==> config.mk <==
export PLATFORM = sky130hd
export DESIGN_NAME = secded_128_enc
export DESIGN_NICKNAME = d
export VERILOG_FILES = /design/src/rtl/secded_128_pkg.sv /design/src/rtl/secded_128_pgen.sv /design/src/rtl/secded_128_enc.sv
export SDC_FILE = /design/constraint.sdc
export NUM_CORES = 1
export LEC_CHECK = 0
export CAP_MARGIN = 20
export CORE_ASPECT_RATIO = 1.5
export CORE_MARGIN = 1
export CORE_UTILIZATION = 50
export DETAILED_ROUTE_END_ITERATION = 6
export PLACE_DENSITY = 0.8
export RECOVER_POWER = 100
export SLEW_MARGIN = 20
export SYNTH_ARGS = -nofsm -noshare
export SYNTH_HDL_FRONTEND = slang
export SYNTH_SLANG_ARGS = --single-unit
==> constraint.sdc <==
create_clock -name clk -period 9.2 [get_ports clk]
set_input_delay 1.84 -clock clk [delete_from_list [all_inputs] [get_ports clk]]
set_output_delay 1.84 -clock clk [all_outputs]
set_load 0.01 [all_outputs]
==> src/rtl/secded_128_pkg.sv <==
// Shared definitions for the 128-bit SECDED encoder/decoder pair.
// Codeword index k holds Hamming position k+1. The overall parity bit sits at the last index.
package secded_128_pkg;

    localparam int DATA_W = 128;
    localparam int PAR_W  = 8;
    localparam int HAM_W  = DATA_W + PAR_W;
    localparam int CODE_W = HAM_W + 1;

    typedef logic [0:DATA_W-1] data_t;
    typedef logic [0:HAM_W-1]  ham_t;
    typedef logic [0:CODE_W-1] code_t;
    typedef logic [0:PAR_W-1]  par_t;

    localparam int PAR_POS [PAR_W] = '{1, 2, 4, 8, 16, 32, 64, 128};

    typedef struct packed {
        ham_t  ham;
        code_t inj;
    } s1_t;

    function automatic logic is_parity_pos(input int pos);
        return (pos > 0) && ((pos & (pos - 1)) == 0);
    endfunction

    // Positions 1 and 2 are parity, so data bit 0 starts at position 3.
    // Each later parity slot that is reached pushes the data bit up by one.
    function automatic int data_idx_to_code_idx(input int didx);
        int pos;
        pos = didx + 3;
        for (int j = 2; j < PAR_W; j++) begin
            if (pos >= PAR_POS[j]) pos = pos + 1;
        end
        return pos - 1;
    endfunction

endpackage

==> src/rtl/secded_128_pgen.sv <==
// Hamming parity generator over a position-mapped 136-bit vector.
// Every position is XORed in, so the same block yields the syndrome when fed a received codeword.
module secded_128_pgen
    import secded_128_pkg::*;
(
    input  ham_t ham_i,
    output par_t par_o
);

    always_comb begin
        par_o = '0;
        for (int j = 0; j < PAR_W; j++) begin
            for (int p = 1; p <= HAM_W; p++) begin
                if (((p >> j) & 1) != 0) par_o[j] = par_o[j] ^ ham_i[p-1];
            end
        end
    end

endmodule

==> src/rtl/secded_128_enc.sv <==
// Two-stage SECDED(137,128) encoder with valid/ready on both sides.
// Optional per-word error-injection mask is carried alongside the data.
module secded_128_enc #(
    parameter int DATA_W = 128,
    parameter int CODE_W = 137,
    parameter int INJ_EN = 1
) (
    input  logic              clk,
    input  logic              reset_n,
    input  logic              enable,
    input  logic [0:DATA_W-1] i_data,
    input  logic [0:CODE_W-1] i_inject,
    input  logic              i_valid,
    output logic              o_ready,
    output logic [0:CODE_W-1] o_code,
    output logic              o_valid,
    input  logic              i_ready,
    output logic [15:0]       o_count
);

    import secded_128_pkg::*;

    function automatic logic [15:0] sat_inc16(input logic [15:0] v);
        return (v == 16'hFFFF) ? v : v + 16'd1;
    endfunction

    ham_t        ham_map;
    ham_t        ham_full;
    par_t        par_calc;
    s1_t         s1_p1_q, s1_p1_d;
    logic        vld_p1_q, vld_p1_d;
    code_t       code_p2_q, code_p2_d;
    logic        vld_p2_q, vld_p2_d;
    logic [15:0] count_q, count_d;
    logic        s2_adv, s1_adv, accept;

    // Stage 0 -> 1: scatter data into Hamming positions, parity slots left at zero
    always_comb begin
        ham_map = '0;
        for (int d = 0; d < DATA_W; d++) begin
            ham_map[data_idx_to_code_idx(d)] = i_data[d];
        end
    end

    secded_128_pgen u_pgen (
        .ham_i (ham_map),
        .par_o (par_calc)
    );

    always_comb begin
        ham_full = ham_map;
        for (int j = 0; j < PAR_W; j++) begin
            ham_full[PAR_POS[j]-1] = par_calc[j];
        end
    end

    assign s2_adv  = enable && (!vld_p2_q || i_ready);
    assign s1_adv  = enable && vld_p1_q && s2_adv;
    assign o_ready = enable && (!vld_p1_q || s2_adv);
    assign accept  = i_valid && o_ready;

    always_comb begin
        s1_p1_d.ham = ham_full;
        s1_p1_d.inj = (INJ_EN != 0) ? i_inject : '0;

        vld_p1_d = vld_p1_q;
        if (accept)      vld_p1_d = 1'b1;
        else if (s1_adv) vld_p1_d = 1'b0;

        // Stage 1 -> 2: append overall parity, then apply the injection mask
        vld_p2_d  = vld_p2_q;
        code_p2_d = code_p2_q;
        if (s2_adv) begin
            vld_p2_d = vld_p1_q;
            if (vld_p1_q) code_p2_d = {s1_p1_q.ham, ^s1_p1_q.ham} ^ s1_p1_q.inj;
        end

        count_d = count_q;
        if (enable && vld_p2_q && i_ready) count_d = sat_inc16(count_q);
    end

    always_ff @(posedge clk or negedge reset_n) begin
        if (!reset_n) begin
            vld_p1_q  <= 1'b0;
            vld_p2_q  <= 1'b0;
            code_p2_q <= '0;
            count_q   <= '0;
        end else begin
            vld_p1_q  <= vld_p1_d;
            vld_p2_q  <= vld_p2_d;
            code_p2_q <= code_p2_d;
            count_q   <= count_d;
        end
    end

    always_ff @(posedge clk) begin
        if (accept) s1_p1_q <= s1_p1_d;
    end

    assign o_code  = code_p2_q;
    assign o_valid = vld_p2_q;
    assign o_count = count_q;

endmodule

==> reports/metrics.yaml <==
drt:
  drt-initial-drc-count: 699
  detail-route-antenna-nets: 0
  avgRoutedWirePerCell_um: 21.98
  vias: 11510
  remaining_drc_errors: 0
  vias_per_cell: 5.061
  wl_mm: 49.98
  drt_pass_1_iters: 5
worst_setup_path:
  setup.worst_path.end: "s1_p1_q[77]"
  critPathCaptureType: "register"
  critical_path.startpoint_type: "primary input"
  largest_incremental_delay_on_the_critical_path_ns: 1.92
  crit_type: "primary input to register"
  regToRegEndpoint: "s1_p1_q[77]"
  critPathArrivalTime_ns: 6.54
  worst_r2r_path_depth: 4
  r2r_slack_ns: 4.27
  cp_data_required_time_ns: 9.32
  critical_path_maximum_fanout: 83
  crit-reg2reg-launch: "o_valid"
  setup.worst_path.start: "i_ready"
  path_cells: "dlygate4sd3_1 > nand2b_1 > o21a_1 > and2_0 > clkbuf_2"
  critPathSlowestCell: "and2_0"
yosys:
  synth_area_per_inst_um2: 14.15
  synthesis.area_mm2: 0.01840
  synth-async-reset-ratio: 0.3621
  synth_edf_count: 273
  synth-warning-count: 0
  synth.ff_latch_count: 428
  syn_inst: 1301
  ys_types: 26
  synth_sequential_area_ratio: 0.6562
  ys_dominant_reg_cell: "edfxtp_1"
  postSynthNetCount: 1572
grt:
  globalRoute.totalOverflow: 0
  first_global_vias: 12120
  grt_antenna_before_repair: 25
  largest_net_degree_at_the_start_of_global_routing: 157
  grt_first_pass_wirelength_mm: 72.33
  groute.usage.overall: 0.2718
final_layout:
  final_cell_count_without_fillers: 2274
  layout_common_cells: "xnor2_1, dlygate4sd3_1, edfxtp_1"
  ratio_of_cells_with_drive_above_1_in_the_final_layout: 0.04061
  area_delta_synth_final_pct: 33.70
  mostFrequentLayoutCell: "xnor2_1"
  fin_nets: 2012
  fillerInstances: 2535
timing:
  hold_violations: 0
  timing.final.max_slew_violations: 402
  finalSetupViolCount: 0
  rsz0062_at_grt: "no"
  max_frequency_mhz: 155.8
  slew-limit-headroom: -2.487
  min_cycle_time_layout_ns: 6.419
  final.setup_skew_ns: 0.02197
  worst_pin_slew_ns: 5.230
  hold-worst-slack_ns: 0.4720
  timing.final.crit_share: 0.6977
  setup-tns-final_ns: 0
power:
  vdd_drop_max_v: 0.0001781
  leakagePower_nw: 9.075
  p_per_area_mw_per_mm2: 247.4
floorplan:
  row_count: 85
  die_y_extent_um: 237.0
  top_level_port_count: 425
  core_area_mm2: 0.03605
  starting_density: 0.5104
  die-width_um: 158.6
  die-area_mm2: 0.03759
outcome:
  outcome: "complete, but fails checks"
  violations: "capacitance limit, slew limit"
clocking:
  clock_path_buffers: 3
  numCtsBuffers: 41
  cts_resized: 0
  worst_setup_hold_path_clk_slew_ns: 0.06
  post-cts-setup-buffer-count: 0
  cts_sinks: 428
  cts.htree.levels: 2
  postCtsHoldBufs: 0
  worst_skew_late_latency_ns: 0.56
  cts_root_buffer: "clkbuf_16"
  tritoncts_clock_tree: "done"
min_path:
  hp-start: "o_code[33]"
  hold_class: "register to register"
place:
  dpl.cell_count: 2176
  detailed_place_hpwl_mm: 38.61
  gpl.final_weighted_congestion: 0.8560
  io_buffers: 424
job:
  maxCapViolations: 5
[logic make-up after synthesis]
| family | Yosys count | share of synthesized area |
|---|---|---|
| xor+xnor | 532 | 0.2603 |
| flops | 428 | 0.6562 |
| simple gates | 165 | 0.03624 |
| compound gates | 141 | 0.03916 |
| buf+inv | 33 | 0.006731 |
| mux | 1 | 0.0006119 |
| fa+ha+maj | 1 | 0.0006798 |
[worst min path at each step]
stage | end | cells past startpoint
5_1_grt | o_code[12] | 2
6_report | o_code[33] | 2
3_5_place_dp | o_code[33] | 2
2_1_floorplan | vld_p1_q | 1
4_1_cts | o_code[33] | 2
3_3_place_gp | o_code[24] | 2
[critical path, delay by kind of cell]
kind                   cells  cell delay (ns)
buffers and inverters      2             2.32
and+or+nand+nor            2             2.11
AOI/OAI and AO/OA          1             0.15
[where the power goes]
group | internal [mW] | switching, mW | leakage [nW]
sequential | 2.37 | 0.181 | 4.49
clock | 1.02 | 0.730 | 0.674
combinational | 0.953 | 0.833 | 3.91
[Yosys cell counts, types with 2 or more instances]
| cell | number | area [um2] |
|---|---|---|
| nand4_1 | 3 | 18.77 |
| a22o_1 | 2 | 17.52 |
| dfrtp_1 | 155 | 3879 |
| and3_1 | 3 | 18.77 |
| o21ai_0 | 75 | 375.4 |
| edfxtp_1 | 273 | 8198 |
| and2_1 | 2 | 12.51 |
| nand3_1 | 9 | 45.04 |
| nand2_1 | 144 | 540.5 |
| xor2_1 | 55 | 481.7 |
| xnor2_1 | 467 | 4090 |
| clkbuf_1 | 31 | 116.4 |
| xnor2_2 | 2 | 32.53 |
| and4_1 | 2 | 17.52 |
| o21ai_1 | 62 | 310.3 |
| xnor3_1 | 6 | 135.1 |
[metrics by stage]
step           total power, mW  utilization  instance area, um2  setup WS, ns
3_5_place_dp             4.500       0.6432               23190         4.088
6_report                 6.087       0.6825               24600         2.781
4_1_cts                  6.246       0.6816               24570         4.079
5_1_grt                  6.349       0.6821               24590         2.070
3_3_place_gp             4.446       0.6432               23190         4.126
2_1_floorplan            3.667            -               18400        0.1454
[registers in the layout, indices dropped and copies added (netlist names)]
signal	cells
vld_p1_q	1
o_valid	1
s1_p1_q	273
o_count	16
o_code	137
[per-layer routing]
layer  global-route usage  vias up  wire length, um
li1                     -     5297                -
met1               0.2988     5572            17900
met2               0.4747      477            25830
met3              0.05875      154             3043
met4               0.1614        8             3143
met5                    0        -               54
[area by class of cell]
class                      instances  area [um2]  area share
antenna                           23       57.56    0.002339
multi-input combinational        840        6202      0.2521
inverter                           1       3.754   0.0001526
tap                              478       598.1     0.02431
clock buffer                      57        1146     0.04658
clock inverter                    18       237.7    0.009662
sequential                       428       12080      0.4908
timing repair buffer             429        4283      0.1741
No activity file was read; power rests on OpenSTA's default activity.
